--- config.mk ---
export PLATFORM = sky130hd
export DESIGN_NAME = vga_timing_gen
export DESIGN_NICKNAME = d
export VERILOG_FILES = /design/src/rtl/vga_timing_pkg.sv /design/src/rtl/vga_sync_delay.sv /design/src/rtl/vga_timing_gen.sv
export SDC_FILE = /design/constraint.sdc
export NUM_CORES = 1
export LEC_CHECK = 0
export BUFFER_PORTS_ARGS = -buffer_cell sky130_fd_sc_hd__buf_2
export CAP_MARGIN = 20
export CORE_ASPECT_RATIO = 1.4
export CORE_MARGIN = 5
export CORE_UTILIZATION = 58
export CTS_BUF_LIST = sky130_fd_sc_hd__clkbuf_4 sky130_fd_sc_hd__clkbuf_8
export CTS_CLUSTER_DIAMETER = 80
export DETAILED_ROUTE_END_ITERATION = 10
export GPL_TIMING_DRIVEN = 0
export PLACE_DENSITY = 0.87
export SLEW_MARGIN = 20
export SYNTH_ARGS = -nofsm -noshare
export SYNTH_HDL_FRONTEND = slang
export SYNTH_SLANG_ARGS = --single-unit
--- constraint.sdc ---
create_clock -name pclk -period 3.05 [get_ports pclk]
set_clock_uncertainty 0.15 [all_clocks]
set_input_delay 0.305 -clock pclk [delete_from_list [all_inputs] [get_ports pclk]]
set_output_delay 0.305 -clock pclk [all_outputs]
set_load 0.005 [all_outputs]
--- src/rtl/vga_timing_pkg.sv ---
// vga_timing_pkg: default 640x480@60 raster constants, counter widths
// and colour-bar helpers shared by the timing generator.
package vga_timing_pkg;

    localparam int X_W = 11;
    localparam int Y_W = 10;

    localparam int DEF_H_VISIBLE = 640;
    localparam int DEF_H_FRONT   = 16;
    localparam int DEF_H_SYNC    = 96;
    localparam int DEF_H_BACK    = 48;
    localparam int DEF_V_VISIBLE = 480;
    localparam int DEF_V_FRONT   = 10;
    localparam int DEF_V_SYNC    = 2;
    localparam int DEF_V_BACK    = 33;

    localparam logic [7:0] BAR_ON  = 8'hFF;
    localparam logic [7:0] BAR_OFF = 8'h00;

    function automatic int h_total(input int vis, input int fp,
                                   input int sy, input int bp);
        return vis + fp + sy + bp;
    endfunction

    function automatic int v_total(input int vis, input int fp,
                                   input int sy, input int bp);
        return vis + fp + sy + bp;
    endfunction

    // white, yellow, cyan, green, magenta, red, blue, black
    function automatic logic [23:0] bar_rgb(input logic [2:0] bar);
        return {bar[1] ? BAR_OFF : BAR_ON,
                bar[2] ? BAR_OFF : BAR_ON,
                bar[0] ? BAR_OFF : BAR_ON};
    endfunction

endpackage

--- src/rtl/vga_sync_delay.sv ---
// vga_sync_delay: N-deep shift register (N=0 is a wire) that re-times
// raster control bits to the pixel source latency.
module vga_sync_delay #(
    parameter int           N       = 2,
    parameter int           W       = 3,
    parameter logic [W-1:0] RST_VAL = '0
) (
    input  logic         pclk,
    input  logic         resetn,
    input  logic [W-1:0] d,
    output logic [W-1:0] q
);

    generate
        if (N == 0) begin : g_pass
            logic unused_clk;
            assign unused_clk = pclk ^ resetn;
            assign q = d;
        end else begin : g_dly
            logic [W-1:0] sr [N];

            always_ff @(posedge pclk or negedge resetn) begin
                if (!resetn) begin
                    for (int i = 0; i < N; i++) sr[i] <= RST_VAL;
                end else begin
                    sr[0] <= d;
                    for (int i = 1; i < N; i++) sr[i] <= sr[i-1];
                end
            end

            assign q = sr[N-1];
        end
    endgenerate

endmodule

--- src/rtl/vga_timing_gen.sv ---
// vga_timing_gen: raster counters, coordinate outputs and latency-aligned
// VGA/HDMI drive. Define VGA_TESTPATTERN_EN to replace in_* by colour bars.
module vga_timing_gen
    import vga_timing_pkg::*;
#(
    parameter int   H_VISIBLE     = DEF_H_VISIBLE,
    parameter int   H_FRONT       = DEF_H_FRONT,
    parameter int   H_SYNC        = DEF_H_SYNC,
    parameter int   H_BACK        = DEF_H_BACK,
    parameter int   V_VISIBLE     = DEF_V_VISIBLE,
    parameter int   V_FRONT       = DEF_V_FRONT,
    parameter int   V_SYNC        = DEF_V_SYNC,
    parameter int   V_BACK        = DEF_V_BACK,
    parameter logic HSYNC_POL     = 1'b0,
    parameter logic VSYNC_POL     = 1'b0,
    parameter int   PIXEL_LATENCY = 2
) (
    input  logic           pclk,
    input  logic           resetn,
    output logic [X_W-1:0] x,
    output logic [Y_W-1:0] y,
    output logic           active,
    output logic           line_start,
    output logic           frame_start,
    input  logic [7:0]     in_red,
    input  logic [7:0]     in_green,
    input  logic [7:0]     in_blue,
    output logic [7:0]     out_vga_red,
    output logic [7:0]     out_vga_green,
    output logic [7:0]     out_vga_blue,
    output logic           out_vga_blank,
    output logic           out_vga_hsync,
    output logic           out_vga_vsync
);

    localparam int H_TOTAL = h_total(H_VISIBLE, H_FRONT, H_SYNC, H_BACK);
    localparam int V_TOTAL = v_total(V_VISIBLE, V_FRONT, V_SYNC, V_BACK);

    localparam logic [X_W-1:0] H_VIS  = X_W'(H_VISIBLE);
    localparam logic [X_W-1:0] H_LAST = X_W'(H_TOTAL - 1);
    localparam logic [X_W-1:0] HS_ON  = X_W'(H_VISIBLE + H_FRONT);
    localparam logic [X_W-1:0] HS_OFF = X_W'(H_VISIBLE + H_FRONT + H_SYNC);
    localparam logic [Y_W-1:0] V_VIS  = Y_W'(V_VISIBLE);
    localparam logic [Y_W-1:0] V_LAST = Y_W'(V_TOTAL - 1);
    localparam logic [Y_W-1:0] VS_ON  = Y_W'(V_VISIBLE + V_FRONT);
    localparam logic [Y_W-1:0] VS_OFF = Y_W'(V_VISIBLE + V_FRONT + V_SYNC);

    localparam logic [2:0] CTL_RST = {~HSYNC_POL, ~VSYNC_POL, 1'b1};

    logic [X_W-1:0] hc;
    logic [Y_W-1:0] vc;
    logic           hsync_t;
    logic           vsync_t;
    logic [2:0]     ctl_d;
    logic [23:0]    src_rgb;

    always_ff @(posedge pclk or negedge resetn) begin
        if (!resetn) begin
            hc <= '0;
            vc <= '0;
        end else if (hc == H_LAST) begin
            hc <= '0;
            vc <= (vc == V_LAST) ? '0 : vc + 1'b1;
        end else begin
            hc <= hc + 1'b1;
        end
    end

    // Everything at reference T is registered from hc/vc together.
    always_ff @(posedge pclk or negedge resetn) begin
        if (!resetn) begin
            x           <= '0;
            y           <= '0;
            active      <= 1'b0;
            line_start  <= 1'b0;
            frame_start <= 1'b0;
            hsync_t     <= ~HSYNC_POL;
            vsync_t     <= ~VSYNC_POL;
        end else begin
            x           <= hc;
            y           <= vc;
            active      <= (hc < H_VIS) && (vc < V_VIS);
            line_start  <= (hc == '0);
            frame_start <= (hc == '0) && (vc == '0);
            hsync_t     <= (hc >= HS_ON && hc < HS_OFF) ? HSYNC_POL
                                                        : ~HSYNC_POL;
            vsync_t     <= (vc >= VS_ON && vc < VS_OFF) ? VSYNC_POL
                                                        : ~VSYNC_POL;
        end
    end

    vga_sync_delay #(
        .N       (PIXEL_LATENCY),
        .W       (3),
        .RST_VAL (CTL_RST)
    ) u_ctl_dly (
        .pclk   (pclk),
        .resetn (resetn),
        .d      ({hsync_t, vsync_t, ~active}),
        .q      (ctl_d)
    );

`ifdef VGA_TESTPATTERN_EN
    logic [2:0] bar_t;
    logic [2:0] bar_d;
    logic       unused_in;

    assign unused_in = ^{in_red, in_green, in_blue};

    always_comb begin
        bar_t = '0;
        for (int k = 1; k < 8; k++) begin
            if (x >= X_W'(k * H_VISIBLE / 8)) bar_t = 3'(k);
        end
    end

    vga_sync_delay #(
        .N       (PIXEL_LATENCY),
        .W       (3),
        .RST_VAL (3'd0)
    ) u_bar_dly (
        .pclk   (pclk),
        .resetn (resetn),
        .d      (bar_t),
        .q      (bar_d)
    );

    assign src_rgb = bar_rgb(bar_d);
`else
    assign src_rgb = {in_red, in_green, in_blue};
`endif

    always_ff @(posedge pclk or negedge resetn) begin
        if (!resetn) begin
            out_vga_red   <= '0;
            out_vga_green <= '0;
            out_vga_blue  <= '0;
            out_vga_blank <= 1'b1;
            out_vga_hsync <= ~HSYNC_POL;
            out_vga_vsync <= ~VSYNC_POL;
        end else begin
            out_vga_hsync <= ctl_d[2];
            out_vga_vsync <= ctl_d[1];
            out_vga_blank <= ctl_d[0];
            {out_vga_red, out_vga_green, out_vga_blue} <=
                ctl_d[0] ? 24'h0 : src_rgb;
        end
    end

endmodule

==> out/qor.yml <==
critical_path:
  crit_fanout: 10
  required_ps: 3160
  end_kind: "register"
  crit_type: "register to register"
  reg2regPathDepth: 5
  arrival_ps: 2200
  start_kind: "register"
pwr:
  power.density_nw_per_um2: 540
  clockPowerShare_pct: 40.6
  p_leak_nw: 1.78
  p_int_mw: 1.53
  seqPwrFrac_pct: 55.7
  switching_power_mw: 0.408
  swShare_pct: 21.1
  ir_drop_v: 0.000320
  comb_power_share_pct: 3.6
  power.total_mw: 1.94
clocking:
  worst_skew_pair.late_latency_ps: 340
  cts_sinks: 80
  root_buffer: "clkbuf_8"
  cts_tree: "yes"
  clk_path_buf_depth: 2
  numCtsBuffers: 9
  cts_resized: 0
  htreeDepth: 3
  clkTransAtPathRegs_ps: 80
logic_synthesis:
  synth.most_common_cell: "dfrtp_1"
  ys_ff_latch: 80
  synth_top_cell_area_share_pct: 59.8
  yosys-top-cells-count: "dfrtp_1 (69), nor2b_1 (24), nand3_1 (13)"
  synth.area.top_cells: "dfrtp_1 (60%), dfstp_2 (10%), nor2b_1 (5.2%)"
  synthesis.area_um2: 2890
  synth_edf_count: 0
  syn_inst: 208
  yosysSeqAreaShare_pct: 69.9
  synth_area_leader_cell: "dfrtp_1"
  syn_area_per_cell_um2: 13.9
  synth-simple-area-share_pct: 18.6
  synth_compound_area_share_pct: 2.30
  synth_top_family_by_area: "simple AND/OR/NAND/NOR gates"
  synthMuxAreaShare_pct: 0.347
  synth_xor_area_share_pct: 3.64
  synth_fp_nets: 238
  synthAdderAreaFrac_pct: 1.73
  synth.distinct_cells: 40
  ys.flop_type: "dfrtp_1"
  yosys_warnings: 0
  ys_async_sr_fraction_pct: 100
die:
  ios: 77
  fp.coreArea_um2: 4840
  fp.dieH_um: 93.5
  rows: 30
  dieArea_um2: 6510
  die_w_um: 69.6
  start_util_pct: 59.6
route:
  drt-pass1-iter-count: 4
  vias_per_cell: 5.18
  vias: 1896
  wl_per_cell_um: 16.2
  finalWirelength_um: 5920
  postRouteAntennaNets: 0
  drt_iter0_markers: 100
  route.detailed.drc: 0
sta:
  rsz0062_at_grt: "no"
  finalHoldViolCount: 0
  timing.fmax_ghz: 0.478
  slew_headroom_pct: 63.0
  post-route-period-util_pct: 68.6
  min_period_ps: 2090
  worstMarginPinSlew_ps: 552
  final.setup.tns_ps: 0
  drv_slew: 0
  setup_viol: 0
final_layout:
  area_delta_synth_final_pct: 24.5
  drive_gt1_share_pct: 39.7
  final_nets: 327
  n_antenna_cell: 0
  final_cell_area_um2: 3590
placement:
  io_buffer_count: 76
  gp_congestion: 0.789
  dpl.hpwl_um: 4030
  place_area_um2: 3380
grt:
  grt_pass1_vias: 2114
  grt_use_total_pct: 19.9
  gr-total-overflow: 0
  antenna_found_initial: 0
  grt_max_degree: 54
  grt_pass1_wl_um: 10100
run_status:
  outcome: "finished, final reports clean"
worst_hold_path:
  hp-class: "input pin to register"
  holdPathStages: 2
run:
  drv_cap: 0
cells by family (layout without fill, tap and decap cells):
| logic type | after synthesis | count (layout) |
|---|---|---|
| muxes | 1 | 1 |
| adders and majority gates | 4 | 4 |
| and+or+nand+nor | 84 | 84 |
| DFF | 80 | 80 |
| xor gates and xnor gates | 12 | 12 |
| buffers and inverters | 16 | 110 |
| AOI/OAI and AO/OA | 11 | 11 |
cell usage in the layout, fill, tap and decap left out, drive strengths merged:
master | synthesis | routed
a21o | 2 | 2
a21oi | 1 | 1
a32oi | 1 | 1
and2 | 1 | 1
and2b | 1 | 1
and3 | 3 | 3
and4 | 3 | 3
and4b | 1 | 1
buf | 3 | 80
bufinv | 0 | 1
clkbuf | 4 | 15
clkdlybuf4s15 | 1 | 1
clkdlybuf4s25 | 1 | 1
clkinv | 0 | 2
clkinvlp | 0 | 2
dfrtp | 69 | 69
dfstp | 11 | 11
dlygate4sd3 | 0 | 1
ha | 4 | 4
inv | 7 | 7
mux2i | 1 | 1
nand2 | 8 | 8
nand3 | 13 | 13
nand4 | 5 | 5
nor2 | 7 | 7
nor2b | 24 | 24
nor3 | 6 | 6
nor4 | 8 | 8
nor4b | 1 | 1
o21ai | 5 | 5
o22ai | 2 | 2
or3 | 2 | 2
or4 | 1 | 1
xnor2 | 7 | 7
xor2 | 5 | 5
power by group through the flow:
stage               logic (mW)  clock network [mW]  registers (mW)
finish                  0.0705               0.788            1.08
global route            0.0809               0.836            1.08
CTS                     0.0731               0.800            1.08
detailed placement      0.0707                   0            1.10
global placement        0.0629                   0            1.10
floorplan               0.0103                   0            1.10
routing by layer:
layer	wire (um)	GRT usage, %
met1	2220	21.7
met2	3170	35.8
met3	367	5.27
met4	166	9.27
met5	0	0
critical path, stage by stage (launching register included):
cell,delay (ps)
dfrtp_1,390
buf_6,140
or4_4,590
nor4_4,410
o22ai_1,140
nor3_2,180
flip-flops by register name, summed over array words and instances (netlist names), 3 cells and up:
signal and count:
u_ctl_dly.g_dly.sr 3, u_ctl_dly.q 3, out_vga_red 8, vc 10, out_vga_green 8, hc 11
x 11, y 10, out_vga_blue 8
area by class of cell:
class	count	area, um^2
Sequential cell	80	2020
Inverter	7	26.3
Buffer	9	73.8
Timing Repair Buffer	78	420
Tap cell	64	80.1
Clock inverter	5	55.1
Fill cell	292	1250
Clock buffer	11	151
Multi-Input combinational cell	112	769
repair_timing:
action | 4_1_cts | 5_1_grt
hold endpoints to repair | 26 | 0
hold buffers | 1 | 0
buffers inserted | 0 | 0
metrics by stage:
stage / hold WS (ps) / std cells / setup slack [ps] / utilization, %
final: 30.5 / 366 / 958 / 74.2
after CTS: 24.5 / 366 / 957 / 74.2
after global placement: 195 / 348 / 1000 / 69.1
after detailed placement: 99.0 / 349 / 982 / 69.7
after global routing: 26.1 / 366 / 830 / 74.2
after floorplan: -141 / 208 / 1060 / -
final timing paths:
kind                                        from          endpoint  slack, ps
setup reg to reg                           hc[5]             vc[9]        960
min in group asynchronous                 resetn  out_vga_green[0]        280
hold reg to reg            u_ctl_dly.g_dly.sr[3]    u_ctl_dly.q[0]        210
hold / removal                        in_blue[4]   out_vga_blue[4]         30
max in group asynchronous                 resetn     out_vga_blank       1850
setup / recovery                           hc[5]             vc[9]        960
No activity file was read; power rests on OpenSTA's default activity.
